**src/rtl/board_io_pkg.sv**
```systemverilog
// Shared types and sizing helpers for the board I/O front end.
package board_io_pkg;

  // Largest brightness code for a PWM counter of the given width.
  function automatic int unsigned pwm_max(input int unsigned bits);
    return (32'd1 << bits) - 32'd1;
  endfunction

  // Width of a debounce counter that must reach DEBOUNCE_CYCLES-1.
  function automatic int unsigned dbc_cnt_w(input int unsigned cycles);
    return $clog2(cycles + 32'd1);
  endfunction

  localparam int unsigned MAX_BTN = 16;
  localparam int unsigned MAX_SW  = 32;

  // Board-top status bundle sized for the largest supported configuration.
  typedef struct packed {
    logic [MAX_BTN-1:0] btn;
    logic [MAX_BTN-1:0] rise;
    logic [MAX_SW-1:0]  sw;
    logic               chg;
  } board_io_status_t;

endpackage

```
**src/rtl/io_debounce.sv**
```systemverilog
// Two-flop synchroniser plus per-bit debounce; reports registered level and change pulse.
module io_debounce
  import board_io_pkg::*;
#(
  parameter int unsigned WIDTH           = 1,
  parameter int unsigned DEBOUNCE_CYCLES = 1
) (
  input  logic             clk_i,
  input  logic             srst_i,
  input  logic [WIDTH-1:0] i_pin,
  output logic [WIDTH-1:0] o_level,
  output logic [WIDTH-1:0] o_chg
);

  localparam int unsigned  CW   = dbc_cnt_w(DEBOUNCE_CYCLES);
  localparam logic [CW-1:0] LAST = CW'(DEBOUNCE_CYCLES - 1);

  logic [WIDTH-1:0] r_s1;
  logic [WIDTH-1:0] r_s2;
  logic [WIDTH-1:0] r_st;
  logic [WIDTH-1:0] r_chg;
  logic [CW-1:0]    r_cnt [WIDTH];
  logic [WIDTH-1:0] w_load;

  // A bit is accepted once the synced level has differed for the full window.
  always_comb begin
    w_load = '0;
    for (int i = 0; i < int'(WIDTH); i++) begin
      w_load[i] = (r_s2[i] != r_st[i]) && (r_cnt[i] == LAST);
    end
  end

  // Synchroniser, stability counters, accepted level and change pulse.
  always_ff @(posedge clk_i) begin
    if (srst_i) begin
      r_s1  <= '0;
      r_s2  <= '0;
      r_st  <= '0;
      r_chg <= '0;
      for (int i = 0; i < int'(WIDTH); i++) begin
        r_cnt[i] <= '0;
      end
    end else begin
      r_s1  <= i_pin;
      r_s2  <= r_s1;
      r_st  <= r_st ^ w_load;
      r_chg <= w_load;
      for (int i = 0; i < int'(WIDTH); i++) begin
        if ((r_s2[i] == r_st[i]) || w_load[i]) begin
          r_cnt[i] <= '0;
        end else begin
          r_cnt[i] <= r_cnt[i] + CW'(1);
        end
      end
    end
  end

  assign o_level = r_st;
  assign o_chg   = r_chg;

endmodule

```
**src/rtl/board_io_ctrl.sv**
```systemverilog
// Board I/O front end: debounced buttons/switches, button IRQs, LED brightness PWM.
module board_io_ctrl
  import board_io_pkg::*;
#(
  parameter int unsigned NUM_BTN         = 1,
  parameter int unsigned NUM_SW          = 16,
  parameter int unsigned NUM_LED         = 16,
  parameter int unsigned DEBOUNCE_CYCLES = 100000,
  parameter int unsigned PWM_BITS        = 4
) (
  input  logic                clk_i,
  input  logic                srst_i,
  input  logic [NUM_BTN-1:0]  btn_i,
  input  logic [NUM_SW-1:0]   sw_i,
  output logic [NUM_BTN-1:0]  btn_o,
  output logic [NUM_BTN-1:0]  btn_rise_o,
  output logic [NUM_SW-1:0]   sw_o,
  output logic                sw_chg_o,
  input  logic [NUM_BTN-1:0]  irq_en_i,
  input  logic [NUM_BTN-1:0]  irq_ack_i,
  output logic [NUM_BTN-1:0]  irq_pend_o,
  output logic                irq_o,
  input  logic [NUM_LED-1:0]  led_i,
  input  logic [PWM_BITS-1:0] led_bright_i,
  output logic [NUM_LED-1:0]  led_o
);

  localparam int unsigned PWM_MAX = pwm_max(PWM_BITS);

  logic [NUM_BTN-1:0]  w_btn_lvl;
  logic [NUM_BTN-1:0]  w_btn_chg;
  logic [NUM_SW-1:0]   w_sw_lvl;
  logic [NUM_SW-1:0]   w_sw_chg;
  logic                w_on;
  logic [NUM_BTN-1:0]  r_pend;
  logic [PWM_BITS-1:0] r_pcnt;
  logic [NUM_LED-1:0]  r_led;

  io_debounce #(
    .WIDTH           (NUM_BTN),
    .DEBOUNCE_CYCLES (DEBOUNCE_CYCLES)
  ) u_btn_deb (
    .clk_i   (clk_i),
    .srst_i  (srst_i),
    .i_pin   (btn_i),
    .o_level (w_btn_lvl),
    .o_chg   (w_btn_chg)
  );

  io_debounce #(
    .WIDTH           (NUM_SW),
    .DEBOUNCE_CYCLES (DEBOUNCE_CYCLES)
  ) u_sw_deb (
    .clk_i   (clk_i),
    .srst_i  (srst_i),
    .i_pin   (sw_i),
    .o_level (w_sw_lvl),
    .o_chg   (w_sw_chg)
  );

  // LED enable for this PWM slot; full-scale code forces always-on.
  always_comb begin
    w_on = (led_bright_i == PWM_BITS'(PWM_MAX)) || (r_pcnt < led_bright_i);
  end

  // Pending IRQs (new rise wins over ack), PWM counter and LED output register.
  always_ff @(posedge clk_i) begin
    if (srst_i) begin
      r_pend <= '0;
      r_pcnt <= '0;
      r_led  <= '0;
    end else begin
      r_pend <= (r_pend & ~irq_ack_i) | (btn_rise_o & irq_en_i);
      r_pcnt <= r_pcnt + PWM_BITS'(1);
      r_led  <= led_i & {NUM_LED{w_on}};
    end
  end

  // Edge pulses are gates of flops only, so they line up with the new level.
  assign btn_o      = w_btn_lvl;
  assign btn_rise_o = w_btn_chg & w_btn_lvl;
  assign sw_o       = w_sw_lvl;
  assign sw_chg_o   = |w_sw_chg;
  assign irq_pend_o = r_pend;
  assign irq_o      = |r_pend;
  assign led_o      = r_led;

endmodule

```
**config.mk**
```make
export PLATFORM = sky130hd
export DESIGN_NAME = board_io_ctrl
export DESIGN_NICKNAME = d
export VERILOG_FILES = /design/src/rtl/board_io_pkg.sv /design/src/rtl/io_debounce.sv /design/src/rtl/board_io_ctrl.sv
export SDC_FILE = /design/constraint.sdc
export NUM_CORES = 1
export LEC_CHECK = 0
export BUFFER_PORTS_ARGS = -buffer_cell sky130_fd_sc_hd__buf_2
export CORE_UTILIZATION = 55
export CTS_CLUSTER_SIZE = 24
export DETAILED_ROUTE_END_ITERATION = 8
export GPL_TIMING_DRIVEN = 0
export PLACE_DENSITY = 0.77
export SLEW_MARGIN = 20
export SYNTH_ARGS = -nofsm -noshare
export SYNTH_HDL_FRONTEND = slang
export SYNTH_SLANG_ARGS = --single-unit
```
**constraint.sdc**
```tcl
create_clock -name clk_i -period 3 [get_ports clk_i]
set_input_delay 0.75 -clock clk_i [delete_from_list [all_inputs] [get_ports clk_i]]
set_output_delay 0.75 -clock clk_i [all_outputs]
set_load 0.01 [all_outputs]
```
==> results.yml <==
drt:
  drc: 0
  post_drt_wl_per_cell_um: 13.92
  vias_per_cell: 5.236
  ant_nets: 0
  via_count: 13880
  routed_wl_um: 36910
  drt_iter0_markers: 887
  first_pass_iters: 5
sta:
  grt_setup_unrepaired: "false"
  maxSlewHeadroom_pct: 40.61
  hold_viol: 0
  fmax_mhz: 378.9
  worstMarginPinSlew_ns: 0.8909
  slew_violations: 0
  setup_viol_count_final: 0
  fin_skew_ns: 0.01662
  period_share_pct: 87.96
  fin_crit_ns: 2.639
clocking:
  clock_path_buffers: 3
  clkSinkCount: 378
  clk_pin_slew_ns: 0.06
  clockRootBuffer: "clkbuf_16"
  cts.htree.levels: 2
  clkLatencyLatePin_ns: 0.54
  post_cts_resize_count: 0
  holdBufCountCts: 0
  cts_made_buffers: 41
  cts_setup_buffers: 0
  cts_tree: "built"
setup_path:
  start_kind: "input port"
  slowest_delay_ns: 0.68
  crit_fanout: 10
  cp.required_ns: 3.38
  cp_common_cell: "clkbuf_1"
  crit_slowest_cell: "clkbuf_1"
  path_class: "input port to flip-flop"
  endpoint_kind: "flip-flop"
  crit_chain: "buf_2, clkbuf_1, clkbuf_1, clkbuf_1, nor2_1"
  arrival_ns: 3.02
power:
  p_sw_mw: 2.582
  switching_share_pct: 22.04
  p_int_mw: 9.134
  p_seq_share_pct: 51.8
  max-vdd-ir-drop_v: 0.0005889
  comb_power_share_pct: 4.6
  p_leak_nw: 7.953
  p_clk_share_pct: 43.7
  totalPowerFinal_mw: 11.72
  p_per_area_mw_per_mm2: 528.0
synthesis:
  synth-compound-area-share_pct: 2.884
  synth-edff-count: 289
  ys_types: 55
  synth_simple_gate_area_share_pct: 25.54
  synth_top_family_by_area: "simple AND/OR/NAND/NOR gates"
  avgSynthCellArea_um2: 10.65
  synthMuxAreaShare_pct: 0.6926
  yosys_warnings: 0
  async_flop_share_pct: 0
  synth-seq-cells: 378
  synth-xor-area-share_pct: 11.56
  synth-main-ff-cell: "edfxtp_1"
  postSynthCellCount: 1764
  synth-seq-area-share_pct: 55.67
  synth_area_mm2: 0.01879
  yosys.area_share.adder_pct: 1.399
cells_and_area:
  diodes: 0
  syn_to_final_growth_pct: 18.09
  layout.nets: 2234
  final_common_cell: "nor2_1"
  most-common-layout-cells: "nor2_1 (312), edfxtp_1 (289), conb_1 (289)"
  drive_gt1_share_pct: 8.171
  design_area_mm2: 0.02219
job:
  cap_violations: 0
floorplanning:
  die_h_um: 186.8
  core_area_mm2: 0.03353
  ios: 78
  die_w_um: 186.8
  placementRows: 67
  die_area_mm2: 0.03490
  start_util_pct: 56.03
grt:
  antenna_found_initial: 0
  grt_max_degree: 15
  gr-total-overflow: 0
  grt_pass1_vias: 13232
  grt_util_all_layers_pct: 21.34
  grt_pass1_wl_um: 61780
placement:
  dp_hpwl_um: 26220
  port_buffers: 77
  dpl-instance-area_mm2: 0.02082
  finalWeightedCongestion: 0.8979
outcome:
  status: "completed"
hold_path:
  min_path_type: "input port to flip-flop"
[cells in the mapped netlist, types with 36 or more instances]
library cell | count | share of area (%)
dfxtp_1 | 89 | 9.5
edfxtp_1 | 289 | 46
inv_1 | 47 | 0.94
nand2_1 | 88 | 1.8
nand3_1 | 111 | 3.0
nand4_1 | 101 | 3.4
nor2_1 | 312 | 6.2
nor2b_1 | 36 | 1.2
nor3_1 | 52 | 1.4
nor4_1 | 69 | 2.3
xnor2_1 | 155 | 7.2
xor2_1 | 93 | 4.3
[registers in the layout, summed over array words and instances, names as in the netlist, named ones only]
name	cells
u_btn_deb.o_chg	1
u_btn_deb.r_s2	1
u_sw_deb.r_cnt	272
u_sw_deb.o_chg	16
led_o	16
r_pcnt	4
u_sw_deb.r_s2	16
u_sw_deb.r_s1	16
u_btn_deb.r_s1	1
u_btn_deb.r_cnt	17
irq_o	1
[worst max-delay path, delay by kind of cell]
kind | cells | cell delay, ns
buffers and inverters | 4 | 2.12
AND/OR/NAND/NOR | 1 | 0.13
[power by group through the flow]
stage / logic, mW / clock network (mW) / registers (mW)
after global routing: 0.609 / 5.43 / 6.09
after floorplan: 0.375 / 0 / 6.12
after detailed placement: 0.521 / 0 / 6.17
final: 0.536 / 5.12 / 6.06
after global placement: 0.511 / 0 / 6.16
after CTS: 0.528 / 5.21 / 6.06
[kinds of logic after synthesis]
| logic type | count (synthesis) |
|---|---|
| other | 1 |
| xor gates and xnor gates | 248 |
| and+or+nand+nor | 919 |
| adders and majority gates | 21 |
| buffers and inverters | 97 |
| DFF | 378 |
| muxes | 13 |
| AOI/OAI and AO/OA | 87 |
[area by class of cell]
class / instances / area [µm²]
Clock buffer: 54 / 1157
Fill cell: 2622 / 11340
Buffer: 50 / 242.7
Timing Repair Buffer: 77 / 385.4
Sequential cell: 378 / 10460
Multi-Input combinational cell: 1577 / 8990
Tap cell: 448 / 560.5
Inverter: 47 / 176.4
Clock inverter: 20 / 215.2
[metal layers]
| metal | wire (µm) | GRT usage, % | vias to the layer above |
|---|---|---|---|
| li1 | - | - | 6974 |
| met1 | 16500 | 28.78 | 6526 |
| met3 | 2090 | 3.508 | 65 |
| met5 | 0 | 0 | - |
| met4 | 837 | 6.810 | 0 |
| met2 | 17480 | 35.30 | 315 |
[path summary, 6_finish.rpt]
path	from	slack [ns]	to	cells past startpoint
min reg2reg	u_sw_deb.r_s1[14]$_SDFF_PP0_	0.43	u_sw_deb.r_s2[14]$_SDFF_PP0_	1
max	srst_i	0.36	flip-flop	5
min	sw_i[11]	0.42	u_sw_deb.r_s1[11]$_SDFF_PP0_	2
max reg2reg	u_sw_deb.r_cnt[0][119]$_SDFFCE_PN0P_	0.60	u_sw_deb.r_cnt[0][134]$_SDFFCE_PN0P_	7
[stage by stage]
stage	utilization [%]	TNS, ns	instances	setup WS [ns]	hold WS [ns]
finish	66.17	0	2651	0.3611	0.4174
global route	66.17	0	2651	0.2345	0.4127
CTS	66.17	0	2651	0.3135	0.4033
detailed placement	62.07	-2.506	2577	-0.2397	0.4258
global placement	62.07	-2.431	2577	-0.2337	0.4179
floorplan	-	0	2052	0.8670	0.4138
No activity file was read; power rests on OpenSTA's default activity.
